$ cat src/rtl/eth_tx_pkg.sv
// eth_tx_pkg - shared definitions for the Ethernet transmit scheduler slice.
//   * one-hot FSM state encoding (5 bits)
//   * default frame-length width and length/gap limits
//   * width of the Active_Src status output
package eth_tx_pkg;

    localparam int LEN_W_DEF       = 11;    // frame length width in bytes
    localparam int MAX_LEN_DEF     = 1514;  // header + payload, CRC excluded
    localparam int MIN_LEN_DEF     = 60;    // padded minimum frame length
    localparam int IFG_NIBBLES_DEF = 24;    // 96 bit times at 4 bits per MII clock
    localparam int ACT_SRC_W       = 3;     // enough for up to 8 sources

    typedef enum logic [4:0] {
        ST_IDLE  = 5'b00001,
        ST_LOAD  = 5'b00010,
        ST_SEND  = 5'b00100,
        ST_DRAIN = 5'b01000,
        ST_IFG   = 5'b10000
    } sched_state_e;

endpackage

$ cat src/rtl/eth_tx_scheduler_if.sv
// eth_tx_if - request/data handshake between the frame scheduler and the
// Tx_Eth100_Sync MII transmitter.
//   Transmit_of_Data_RQ         scheduler -> transmitter, frame data pending
//   Data_to_Transmit[7:0]       scheduler -> transmitter, current byte
//   Byte_Readed_Strob           transmitter -> scheduler, byte consumed
//   Eth_Tx_In_Progress          transmitter -> scheduler, frame/CRC on the wire
//   TxClk_Edge_at_System_Clock  transmitter -> scheduler, one pulse per nibble clock
// Modports: master = scheduler side, slave = transmitter side.
interface eth_tx_if;

    logic       Transmit_of_Data_RQ;
    logic [7:0] Data_to_Transmit;
    logic       Byte_Readed_Strob;
    logic       Eth_Tx_In_Progress;
    logic       TxClk_Edge_at_System_Clock;

    modport master (
        output Transmit_of_Data_RQ,
        output Data_to_Transmit,
        input  Byte_Readed_Strob,
        input  Eth_Tx_In_Progress,
        input  TxClk_Edge_at_System_Clock
    );

    modport slave (
        input  Transmit_of_Data_RQ,
        input  Data_to_Transmit,
        output Byte_Readed_Strob,
        output Eth_Tx_In_Progress,
        output TxClk_Edge_at_System_Clock
    );

endinterface

$ cat src/rtl/rr_arbiter.sv
// rr_arbiter - purely combinational round-robin pick.
//   req[N_SRC]  request vector
//   ptr         index of the source served last (lowest priority)
//   gnt[N_SRC]  one-hot winner, zero when nothing requests
//   idx         binary index of the winner
//   any         at least one request present
// The search starts at ptr+1 and wraps, so the source served last comes last.
module rr_arbiter #(
    parameter int N_SRC = 4,
    parameter int IDX_W = 2
) (
    input  logic [N_SRC-1:0] req,
    input  logic [IDX_W-1:0] ptr,
    output logic [N_SRC-1:0] gnt,
    output logic [IDX_W-1:0] idx,
    output logic             any
);

    always_comb begin
        gnt = '0;
        idx = '0;
        any = 1'b0;
        // First pass: sources above ptr, in ascending order.
        for (int i = 0; i < N_SRC; i++) begin
            if (!any && req[i] && (IDX_W'(i) > ptr)) begin
                any    = 1'b1;
                gnt[i] = 1'b1;
                idx    = IDX_W'(i);
            end
        end
        // Second pass: wrap around to sources at or below ptr.
        for (int i = 0; i < N_SRC; i++) begin
            if (!any && req[i] && (IDX_W'(i) <= ptr)) begin
                any    = 1'b1;
                gnt[i] = 1'b1;
                idx    = IDX_W'(i);
            end
        end
    end

endmodule

$ cat src/rtl/eth_tx_scheduler.sv
// eth_tx_scheduler - round-robin frame scheduler sharing one MII transmitter
// between N_SRC frame sources, all on System_Clock.
//
// Ports:
//   System_Clock, Reset_n (async, active low)
//   Src_Req[N_SRC]          level request per source, held until Src_Done
//   Src_Len[N_SRC*LEN_W]    frame length per source (bytes, no CRC)
//   Src_Data[N_SRC*8]       current byte per source
//   Src_Grant[N_SRC]        one-hot grant for the whole frame
//   Src_Byte_Strob[N_SRC]   byte consumed (combinational from the transmitter strobe)
//   Src_Done[N_SRC]         frame finished or length rejected
//   Len_Err                 accompanies Src_Done on a rejected length
//   tx                      eth_tx_if.master handshake to the transmitter
//   Sched_Busy              FSM outside IDLE
//   Active_Src              index of the current / last latched source
//
// Build option: TX_SCHED_PAD_EN pads short frames to MIN_LEN with 0x00 bytes
// that are not strobed back to the source.
module eth_tx_scheduler
    import eth_tx_pkg::*;
#(
    parameter int N_SRC       = 4,
    parameter int LEN_W       = LEN_W_DEF,
    parameter int MAX_LEN     = MAX_LEN_DEF,
    parameter int MIN_LEN     = MIN_LEN_DEF,
    parameter int IFG_NIBBLES = IFG_NIBBLES_DEF
) (
    input  logic                   System_Clock,
    input  logic                   Reset_n,
    input  logic [N_SRC-1:0]       Src_Req,
    input  logic [N_SRC*LEN_W-1:0] Src_Len,
    input  logic [N_SRC*8-1:0]     Src_Data,
    output logic [N_SRC-1:0]       Src_Grant,
    output logic [N_SRC-1:0]       Src_Byte_Strob,
    output logic [N_SRC-1:0]       Src_Done,
    output logic                   Len_Err,
    eth_tx_if.master               tx,
    output logic                   Sched_Busy,
    output logic [ACT_SRC_W-1:0]   Active_Src
);

    localparam int IDX_W = (N_SRC > 1) ? $clog2(N_SRC) : 1;
    localparam int GAP_W = $clog2(IFG_NIBBLES + 1);
    localparam logic [LEN_W-1:0] MAX_LEN_V = LEN_W'(MAX_LEN);
    localparam logic [GAP_W-1:0] IFG_V     = GAP_W'(IFG_NIBBLES);

    logic [N_SRC-1:0][LEN_W-1:0] len_v;
    logic [N_SRC-1:0][7:0]       data_v;

    assign len_v  = Src_Len;
    assign data_v = Src_Data;

    sched_state_e     state, state_nx;
    logic [IDX_W-1:0] idx, rr_ptr, arb_idx;
    logic [N_SRC-1:0] arb_gnt, grant_oh;
    logic             arb_any;
    logic [LEN_W-1:0] len_lat, remaining, eff_len;
    logic [GAP_W-1:0] gap_cnt;
    logic             tx_busy_q;
    logic             len_bad;
    logic             byte_take;  // transmitter strobe accepted this cycle
    logic             src_byte;   // current byte comes from the source (not padding)

    rr_arbiter #(.N_SRC(N_SRC), .IDX_W(IDX_W)) u_arb (
        .req (Src_Req),
        .ptr (rr_ptr),
        .gnt (arb_gnt),
        .idx (arb_idx),
        .any (arb_any)
    );

    assign len_bad   = (len_lat == '0) || (len_lat > MAX_LEN_V);
    // remaining != 0 keeps a late strobe from wrapping the counter.
    assign byte_take = (state == ST_SEND) && tx.Byte_Readed_Strob && (remaining != '0);

`ifdef TX_SCHED_PAD_EN
    localparam logic [LEN_W-1:0] MIN_LEN_V = LEN_W'(MIN_LEN);
    logic [LEN_W-1:0] src_left;  // source bytes still owed before padding starts

    assign eff_len  = (len_lat < MIN_LEN_V) ? MIN_LEN_V : len_lat;
    assign src_byte = (src_left != '0);

    always_ff @(posedge System_Clock or negedge Reset_n) begin
        if (!Reset_n) begin
            src_left <= '0;
        end else if (state == ST_LOAD) begin
            src_left <= len_lat;
        end else if (byte_take && src_byte) begin
            src_left <= src_left - LEN_W'(1);
        end
    end
`else
    // MIN_LEN only matters when padding is compiled in.
    logic unused_min_len;
    assign unused_min_len = ^MIN_LEN;
    assign eff_len        = len_lat;
    assign src_byte       = 1'b1;
`endif

    // State register
    always_ff @(posedge System_Clock or negedge Reset_n) begin
        if (!Reset_n) state <= ST_IDLE;
        else          state <= state_nx;
    end

    // Next-state logic
    always_comb begin
        state_nx = state;
        case (state)
            ST_IDLE:  if (arb_any) state_nx = ST_LOAD;
            ST_LOAD:  state_nx = len_bad ? ST_IDLE : ST_SEND;
            ST_SEND:  if (byte_take && (remaining == LEN_W'(1))) state_nx = ST_DRAIN;
            ST_DRAIN: if (!tx_busy_q) state_nx = ST_IFG;
            ST_IFG:   if (gap_cnt >= IFG_V) state_nx = ST_IDLE;
            default:  state_nx = ST_IDLE;
        endcase
    end

    // Output logic; everything decodes from registered state so reset
    // forces all outputs low at once.
    always_comb begin
        Src_Grant              = '0;
        Src_Byte_Strob         = '0;
        Src_Done               = '0;
        Len_Err                = 1'b0;
        tx.Transmit_of_Data_RQ = 1'b0;
        tx.Data_to_Transmit    = 8'h00;
        case (state)
            ST_LOAD: begin
                if (len_bad) begin
                    Src_Done = grant_oh;
                    Len_Err  = 1'b1;
                end
            end
            ST_SEND: begin
                Src_Grant              = grant_oh;
                tx.Transmit_of_Data_RQ = 1'b1;
                tx.Data_to_Transmit    = src_byte ? data_v[idx] : 8'h00;
                if (byte_take && src_byte) Src_Byte_Strob = grant_oh;
            end
            ST_DRAIN: begin
                Src_Grant = grant_oh;
                if (!tx_busy_q) Src_Done = grant_oh;
            end
            default: ;
        endcase
    end

    assign Sched_Busy = (state != ST_IDLE);
    assign Active_Src = ACT_SRC_W'(idx);

    // Datapath: latched request, byte countdown, gap counter, rr pointer.
    always_ff @(posedge System_Clock or negedge Reset_n) begin
        if (!Reset_n) begin
            idx       <= '0;
            grant_oh  <= '0;
            rr_ptr    <= IDX_W'(N_SRC - 1);  // source 0 wins first
            len_lat   <= '0;
            remaining <= '0;
            gap_cnt   <= '0;
            tx_busy_q <= 1'b0;
        end else begin
            tx_busy_q <= tx.Eth_Tx_In_Progress;
            case (state)
                ST_IDLE: begin
                    if (arb_any) begin
                        idx      <= arb_idx;
                        grant_oh <= arb_gnt;
                        len_lat  <= len_v[arb_idx];
                    end
                end
                ST_LOAD: begin
                    if (len_bad) rr_ptr    <= idx;
                    else         remaining <= eff_len;
                end
                ST_SEND: begin
                    if (byte_take) remaining <= remaining - LEN_W'(1);
                end
                ST_DRAIN: begin
                    if (!tx_busy_q) begin
                        rr_ptr  <= idx;
                        gap_cnt <= '0;
                    end
                end
                ST_IFG: begin
                    if (tx.TxClk_Edge_at_System_Clock && (gap_cnt < IFG_V))
                        gap_cnt <= gap_cnt + GAP_W'(1);
                end
                default: ;
            endcase
        end
    end

endmodule

$ cat src/flat_wrapper.sv
// flat-port wrapper written by rule: the top's interface ports become plain ports
module eth_tx_scheduler_flat import eth_tx_pkg::*;
#(
    parameter int N_SRC       = 4,
    parameter int LEN_W       = LEN_W_DEF,
    parameter int MAX_LEN     = MAX_LEN_DEF,
    parameter int MIN_LEN     = MIN_LEN_DEF,
    parameter int IFG_NIBBLES = IFG_NIBBLES_DEF
)
  (System_Clock, Reset_n, Src_Req, Src_Len, Src_Data, Src_Grant, Src_Byte_Strob, Src_Done, Len_Err, Sched_Busy, Active_Src, tx_Transmit_of_Data_RQ, tx_Data_to_Transmit, tx_Byte_Readed_Strob, tx_Eth_Tx_In_Progress, tx_TxClk_Edge_at_System_Clock);
  eth_tx_if tx_i ();
  input  logic System_Clock;
  input  logic Reset_n;
  input  logic [N_SRC-1:0] Src_Req;
  input  logic [N_SRC*LEN_W-1:0] Src_Len;
  input  logic [N_SRC*8-1:0] Src_Data;
  output logic [N_SRC-1:0] Src_Grant;
  output logic [N_SRC-1:0] Src_Byte_Strob;
  output logic [N_SRC-1:0] Src_Done;
  output logic Len_Err;
  output logic Sched_Busy;
  output logic [ACT_SRC_W-1:0] Active_Src;
  output wire logic [$bits(tx_i.Transmit_of_Data_RQ)-1:0] tx_Transmit_of_Data_RQ;
  output wire logic [$bits(tx_i.Data_to_Transmit)-1:0] tx_Data_to_Transmit;
  input wire logic [$bits(tx_i.Byte_Readed_Strob)-1:0] tx_Byte_Readed_Strob;
  input wire logic [$bits(tx_i.Eth_Tx_In_Progress)-1:0] tx_Eth_Tx_In_Progress;
  input wire logic [$bits(tx_i.TxClk_Edge_at_System_Clock)-1:0] tx_TxClk_Edge_at_System_Clock;
  assign tx_Transmit_of_Data_RQ = tx_i.Transmit_of_Data_RQ;
  assign tx_Data_to_Transmit = tx_i.Data_to_Transmit;
  assign tx_i.Byte_Readed_Strob = tx_Byte_Readed_Strob;
  assign tx_i.Eth_Tx_In_Progress = tx_Eth_Tx_In_Progress;
  assign tx_i.TxClk_Edge_at_System_Clock = tx_TxClk_Edge_at_System_Clock;
  eth_tx_scheduler #(.N_SRC(N_SRC), .LEN_W(LEN_W), .MAX_LEN(MAX_LEN), .MIN_LEN(MIN_LEN), .IFG_NIBBLES(IFG_NIBBLES)) u_core (.System_Clock(System_Clock), .Reset_n(Reset_n), .Src_Req(Src_Req), .Src_Len(Src_Len), .Src_Data(Src_Data), .Src_Grant(Src_Grant), .Src_Byte_Strob(Src_Byte_Strob), .Src_Done(Src_Done), .Len_Err(Len_Err), .tx(tx_i), .Sched_Busy(Sched_Busy), .Active_Src(Active_Src));
endmodule
$ cat config.mk
export PLATFORM = sky130hd
export DESIGN_NAME = eth_tx_scheduler_flat
export DESIGN_NICKNAME = d
export VERILOG_FILES = /design/src/rtl/eth_tx_pkg.sv /design/src/rtl/eth_tx_scheduler_if.sv /design/src/rtl/rr_arbiter.sv /design/src/rtl/eth_tx_scheduler.sv /design/src/flat_wrapper.sv
export SDC_FILE = /design/constraint.sdc
export NUM_CORES = 1
export LEC_CHECK = 0
export ABC_CLOCK_PERIOD_IN_PS = 2900
export CAP_MARGIN = 25
export CORE_UTILIZATION = 44
export CTS_CLUSTER_DIAMETER = 80
export DETAILED_ROUTE_END_ITERATION = 6
export GPL_ROUTABILITY_DRIVEN = 0
export PLACE_DENSITY = 0.78
export SLEW_MARGIN = 20
export SYNTH_ARGS = -nofsm -noshare
export SYNTH_HDL_FRONTEND = slang
export SYNTH_SLANG_ARGS = --single-unit
$ cat constraint.sdc
create_clock -name System_Clock -period 2.9 [get_ports System_Clock]
set_input_delay 0.58 -clock System_Clock [delete_from_list [all_inputs] [get_ports System_Clock]]
set_output_delay 0.58 -clock System_Clock [all_outputs]
set_load 0.05 [all_outputs]
Word-level counts from Yosys, hierarchy flattened
Cells that the tools add are included.
{ "word_totals": {"out_inout_bits": 26, "word_cells": 127, "inputBits": 85, "ff_bits": 41} }
{ "classes": {"n_lt_le_gt_ge": 13, "add_sub_neg": 2, "mux": 51, "n_eq_ne": 15, "reduce_logical": 38} }
{ "op_table": {"columns": ["cell", "count"], "rows": [
  ["$mux W11", 3],
  ["$mux W5", 6],
  ["$pmux W5 S5", 1],
  ["$bmux W11 S2", 1],
  ["$pmux W11 S2", 1],
  ["$mux W4", 5],
  ["$logic_and A1 B1 Y1", 19],
  ["$mux W1", 19],
  ["$bmux W8 S2", 1],
  ["$mux W2", 8],
  ["$mux W8", 2],
  ["$eq A11 B1 Y1 const B", 1],
  ["$gt A11 B11 Y1 const B", 1],
  ["$logic_not A11 Y1", 1],
  ["$reduce_bool A11 Y1", 1],
  ["$sub A11 B1 Y11 const B", 1],
  ["$ne A2 B1 Y1 const B", 5],
  ["$pmux W5 S2", 1],
  ["$reduce_and A3 Y1", 3],
  ["$pmux W4 S2", 1],
  ["$logic_not A1 Y1", 7],
  ["$lt A2 B3 Y1 const B", 2],
  ["$ne A2 B2 Y1 const B", 3],
  ["$reduce_bool A2 Y1", 3],
  ["other kinds (19)", 23]
]} }

Depth between registers and ports, before layout
{ "depth": {"ltp_word": 33, "mapped_depth": 8, "mapped_depth_nobuf": 7} }

By module
A second synthesis with hierarchy kept.
{ "unflattened": {"cells_unflattened": 277, "hier_area_um2": 2962.8} }
{ "modules_own_cells": {"columns": ["mod", "cells_each", "instances", "area_per_inst_um2", "seq_area_each_um2"], "rows": [
  ["eth_tx_scheduler", 243, 1, 2728.9, 1029.7],
  ["rr_arbiter", 34, 1, 234.0, 0.0]
]} }

Worst setup path after synthesis
Ideal clock, no wire load.
{ "synth_timing": {"path_type": "register to output", "start": "reg u_core.state[1]", "end": "out Src_Byte_Strob[0]", "stages_incl_launch_ff": 7, "required_ns": 2.320, "arrival_ns": 2.190, "path_slack_ns": 0.130, "path_buffers": 1, "path_cell_list": "dfrtp_1 nor4_2 nand2_1 clkinv_1 o311ai_4 buf_6 nor2_1"} }
{ "synth_via": {"elab_chain_len": 5} }
{ "synth_rtl": {"columns": ["item", "line_no", "text"], "rows": [
  ["start: declaration", "eth_tx_scheduler.sv:53", "sched_state_e state, state_nx;"],
  ["start signal: assignment", "eth_tx_scheduler.sv:103", "else state <= state_nx;"],
  ["$eq A5 B3 Y1 *", "eth_tx_scheduler.sv:74, eth_tx_scheduler.sv:128", null],
  ["$logic_and A1 B1 Y1 (2 in a row)", "eth_tx_scheduler.sv:74", "assign byte_take = (state == ST_SEND) && tx.Byte_Readed_Strob && (remaining != '0);"],
  ["$mux W4", "eth_tx_scheduler.sv:139", "if (byte_take && src_byte) Src_Byte_Strob = grant_oh;"],
  ["$mux W4 *", "eth_tx_scheduler.sv:128", "case (state)"],
  ["end: declaration", "flat_wrapper.sv:18", "output logic [N_SRC-1:0] Src_Byte_Strob;"]
]} }
Mark *: on every way between the ends. The rest lies on a longest branch, timed or not.

Worst setup path after layout
{ "layout_timing": {"start": "reg u_core.remaining[4]", "end": "out Src_Byte_Strob[0]"} }
{ "layout_via": {"elab_chain_len": 4} }
{ "layout_rtl": {"columns": ["item", "line_no", "text"], "rows": [
  ["start: declaration", "eth_tx_scheduler.sv:57", "logic [LEN_W-1:0] len_lat, remaining, eff_len;"],
  ["start signal: assignment", "eth_tx_scheduler.sv:174", "else remaining <= eff_len;"],
  ["start signal: assignment", "eth_tx_scheduler.sv:177", "if (byte_take) remaining <= remaining - LEN_W'(1);"],
  ["$reduce_bool A11 Y1", "eth_tx_scheduler.sv:74", null],
  ["$logic_and A1 B1 Y1", "eth_tx_scheduler.sv:74", null],
  ["$mux W4", "eth_tx_scheduler.sv:139", null],
  ["$mux W4", "eth_tx_scheduler.sv:128", null]
]} }
Every way passes these cells.

==> results summary <==
The run finished, with violations left. The final reports fail on setup timing. The worst clock skew on the final layout came out at 0.00660 ns. The number of global-route vias before repair is 2660. The fraction of power consumed by combinational cells is 54.0%.

The final-report setup violation count came out at 4. Summing the sequential cell areas from Yosys gives 36.8% of the chip area. The fraction of synthesized cell area taken by the top area cell type came out at 34.0%. The endpoint class of the critical path is an output pin.

The total number of nets in the final design is 505. The count of final max-slew check failures came out at 0. Setup slack on the worst reg-to-reg path comes out at 0.26 ns. The final non-filler cell total is 492. The ratio of cells with drive above 1 in the final layout is 18.7%.

The overall power after layout is 3.29 mW. After filler insertion, the fill cell instance count of the layout stands at 477. The number of synthesized flops with an enable pin came out at 0.

During I/O placement, the number of pins put on the boundary was 111. The H-tree was split into 2 levels. The post-route clock period utilization came out at 101%. The number of antenna violations at the first check in global routing came to 0. Entering global routing, the biggest net connects 42 pins.

Among all flip-flop cells after synthesis, the most frequent one is sky130_fd_sc_hd__dfrtp_1. The worst register-to-register path ends at u_core.remaining[4]$_DFFE_PN0P_. In this run the worst hold path is classified as in -> async. The final route contains 2828 vias. The largest total area in the synthesized netlist belongs to sky130_fd_sc_hd__dfrtp_1. The headroom to the max-slew limit came out at 66.5%. In the post-synthesis netlist, the biggest area contributors are sky130_fd_sc_hd__dfrtp_1, sky130_fd_sc_hd__mux2i_1, sky130_fd_sc_hd__mux4_2.

The minimum clock period after layout is 2.92 ns. The kind of launch point of the worst setup path is a flop. The sum of net half-perimeters after detailed placement came out at 6.16 mm. The critical path is of the reg -> out type. TritonCTS built the clock tree.

In this run the cell area of the synthesized design comes to 2800 sq um. The number of different library cells used by synthesis comes to 56. The diode insertion count for antenna repair is 0. The slack of the critical path is -0.0236 ns.

For the pin with the worst max-slew slack, the measured transition is 0.500 ns. The row count is 28. From synthesis to final layout, the design area changed by 49.7%. For this design the total switching power over the nets is 1.43 mW. Net switching is 43.4% of the power.

The placeable core region came out at 6030 sq um. The maximum clock insertion buffer count is 2. The register clock-pin slew on the reported worst setup and hold paths is 0.08 ns.

The gate count after technology mapping is 307. The setup slack after placement came out at 0.234 ns. The detailed-route DRC error count came out at 0. The internal power consumption came out at 1.86 mW. The tree is rooted in a sky130_fd_sc_hd__clkbuf_8. The die covers 6680 sq um. The total power per unit cell area came out at 786 nW/um^2. The overflow left after global routing is 0.

The first-pass detailed-route iteration total is 4. The count of synthesis-stage warnings from yosys came out at 0. The final-report hold violation count is 0.

Of the total power, the clock network draws 11.4%. Once placement finished, the instance area stood at 4020 sq um. In this run the critical register-to-register path is launched from u_core.remaining[4]$_DFFE_PN0P_. Setup repair after global routing could not meet its margin everywhere.

The height of the die came out at 81.7 microns. Port buffering added 109 buffers. In this run the static leakage power is 1.81 nW. Max-cap violations in this run came to 0.

Dividing the synthesized area by the synthesized cell count gives 9.10 sq um. The first-pass GRT wire length came out at 12.7 mm. The effective utilization at floorplan is 46.4%. The number of nets with antenna violations after routing came out at 0.

The initial DRC count came out at 193. The post-placement cell count came out at 480. Dividing the detail-routed wire length by the instance count gives 16.1 microns. The async set-or-reset flop fraction in the synthesized netlist is 100%. The overall track demand over capacity in global routing came out at 25.1%. For the worst flop-to-flop path, the logic depth is 7. The worst path required time is 2.32 ns. The total of flip-flops plus latches after synthesis came out at 41. Sequential cells burn 34.6% of the power. The critical-path cell with the highest stage delay is sky130_fd_sc_hd__or4_4.

The clock buffer count from CTS is 5. The maximum fanout encountered on the critical timing path came out at 5. The average vias per placed instance is 5.75. Static timing analysis puts the maximum clock frequency at 342 MHz. The post-layout instance area is 4180 sq um. The number of sinks handled by clock tree synthesis is 41.

The endpoint arrival time on the critical path came out at 2.34 ns. The clock insertion delay at the later pin of the skew report came out at 0.29 ns. The horizontal die dimension came out at 81.7 microns.

The largest vdd supply drop is 0.585 mV. After detailed routing, the total wire length is 7.92 mm. The critical path goes through or4_4, or3_4, o311ai_4, buf_6, nor2_2, buf_12. The final hold slack came out at 0.199 ns. The net count after synthesis is 395. The maximum single-stage delay on the critical path came out at 0.56 ns.
## metal layers
layer	vias up	GRT usage, %	routed length (microns)
met5	-	0	0
met4	0	5.09	87
met3	9	4.89	517
met2	107	41.4	3890
met1	1361	34.1	3430
li1	1351	-	-
## synthesized netlist by cell type, types with 2 or more instances
master	number
sky130_fd_sc_hd__a21o_1	3
sky130_fd_sc_hd__a21oi_1	19
sky130_fd_sc_hd__a31oi_1	5
sky130_fd_sc_hd__and2_1	7
sky130_fd_sc_hd__and3_1	9
sky130_fd_sc_hd__buf_6	2
sky130_fd_sc_hd__clkbuf_1	16
sky130_fd_sc_hd__dfrtp_1	38
sky130_fd_sc_hd__dfstp_2	3
sky130_fd_sc_hd__ha_1	3
sky130_fd_sc_hd__inv_1	16
sky130_fd_sc_hd__mux2_2	3
sky130_fd_sc_hd__mux2i_1	22
sky130_fd_sc_hd__mux4_2	8
sky130_fd_sc_hd__nand2_1	27
sky130_fd_sc_hd__nand2b_1	4
sky130_fd_sc_hd__nand3_1	4
sky130_fd_sc_hd__nor2_1	37
sky130_fd_sc_hd__nor2b_1	3
sky130_fd_sc_hd__nor3_1	8
sky130_fd_sc_hd__nor4_1	5
sky130_fd_sc_hd__o21ai_0	8
sky130_fd_sc_hd__o221ai_1	13
sky130_fd_sc_hd__o22a_2	4
sky130_fd_sc_hd__o22ai_1	6
sky130_fd_sc_hd__or3_1	2
sky130_fd_sc_hd__or3b_2	2
sky130_fd_sc_hd__xor2_1	2
## critical path: cells and delay by family (launching register included)
kind	cells	cell delay, ns
AO/OA/AOI/OAI	1	0.29
buffers and inverters	2	0.32
flip-flops	1	0.44
AND/OR/NAND/NOR	3	1.01
## layout by cell type, fill, tap and decap left out, drive strengths merged, types with 3 or more instances in the layout
cell and count:
a21o 3, nor2b 3, a21oi 19, mux4 8, clkbuf 7, o22ai 6, and3 9, nand3 4
mux2i 22, nand2b 4, and2 7, nand2 27, a31oi 5, o21ai 8, dfrtp 38, or3 3
nor2 37, nor4 6, inv 16, mux2 3, clkdlybuf4s50 85, o22a 4, dfstp 3, buf 38
ha 3, nor3 8, o221ai 13
## flip-flops by register name, indices dropped and copies added, names as in the netlist
register	cells
u_core.grant_oh	4
u_core.rr_ptr	2
u_core.tx_busy_q	1
u_core.gap_cnt	5
u_core.eff_len	11
u_core.remaining	11
u_core.state	5
u_core.idx	2
## how the worst max path moves through the flow
stage / to / slack, ns / start
detailed placement: Src_Byte_Strob[2] / 0.23 / u_core.remaining[5]$_DFFE_PN0P_
global route: Src_Byte_Strob[2] / -0.07 / u_core.remaining[4]$_DFFE_PN0P_
finish: Src_Byte_Strob[0] / -0.02 / u_core.remaining[4]$_DFFE_PN0P_
global placement: Src_Byte_Strob[3] / 0.25 / u_core.remaining[5]$_DFFE_PN0P_
CTS: Src_Byte_Strob[3] / -0.04 / u_core.remaining[5]$_DFFE_PN0P_
floorplan: Src_Byte_Strob[0] / 0.13 / u_core.state[1]$_DFFE_PN0P_
## metrics by stage
stage,setup TNS [ns],util [%]
6_report,-0.0821,69.4
5_1_grt,-0.256,69.4
4_1_cts,-0.120,68.3
3_5_place_dp,0,66.7
3_3_place_gp,0,66.7
2_1_floorplan,0,-
## area by class of cell
cell class | count | area (sq um) | share of cell area [%]
inverter | 17 | 63.8 | 1.53
clock buffer | 7 | 86.3 | 2.06
timing repair buffer | 123 | 1270 | 30.5
sequential | 41 | 1030 | 24.6
tap | 75 | 93.8 | 2.24
multi-input combinational | 229 | 1630 | 39.1
## power by group through the flow
stage	logic, mW	registers (mW)	clock network, mW
3_3_place_gp	1.69	1.11	0
2_1_floorplan	1.26	1.06	0
5_1_grt	1.94	1.17	0.413
6_report	1.77	1.14	0.376
3_5_place_dp	1.72	1.14	0
4_1_cts	1.74	1.13	0.384
## logic make-up after synthesis
logic type / after synthesis / synth area share [%]
other cells: 1 / 0.134
simple gates: 118 / 21.2
buf+inv: 37 / 5.64
flops: 41 / 36.8
fa+ha+maj: 3 / 1.34
compound gates: 72 / 18.7
mux: 33 / 15.5
xor+xnor: 2 / 0.627
## timing repair
| item | in CTS | in global routing |
|---|---|---|
| resized for setup | 2 | 8 |
| pin swaps | 1 | 2 |
| setup buffers | 1 | 3 |
| endpoints found under the setup margin | 8 | 8 |
| hold buffers | 0 | 0 |
Power figures use the tool's default switching activity.
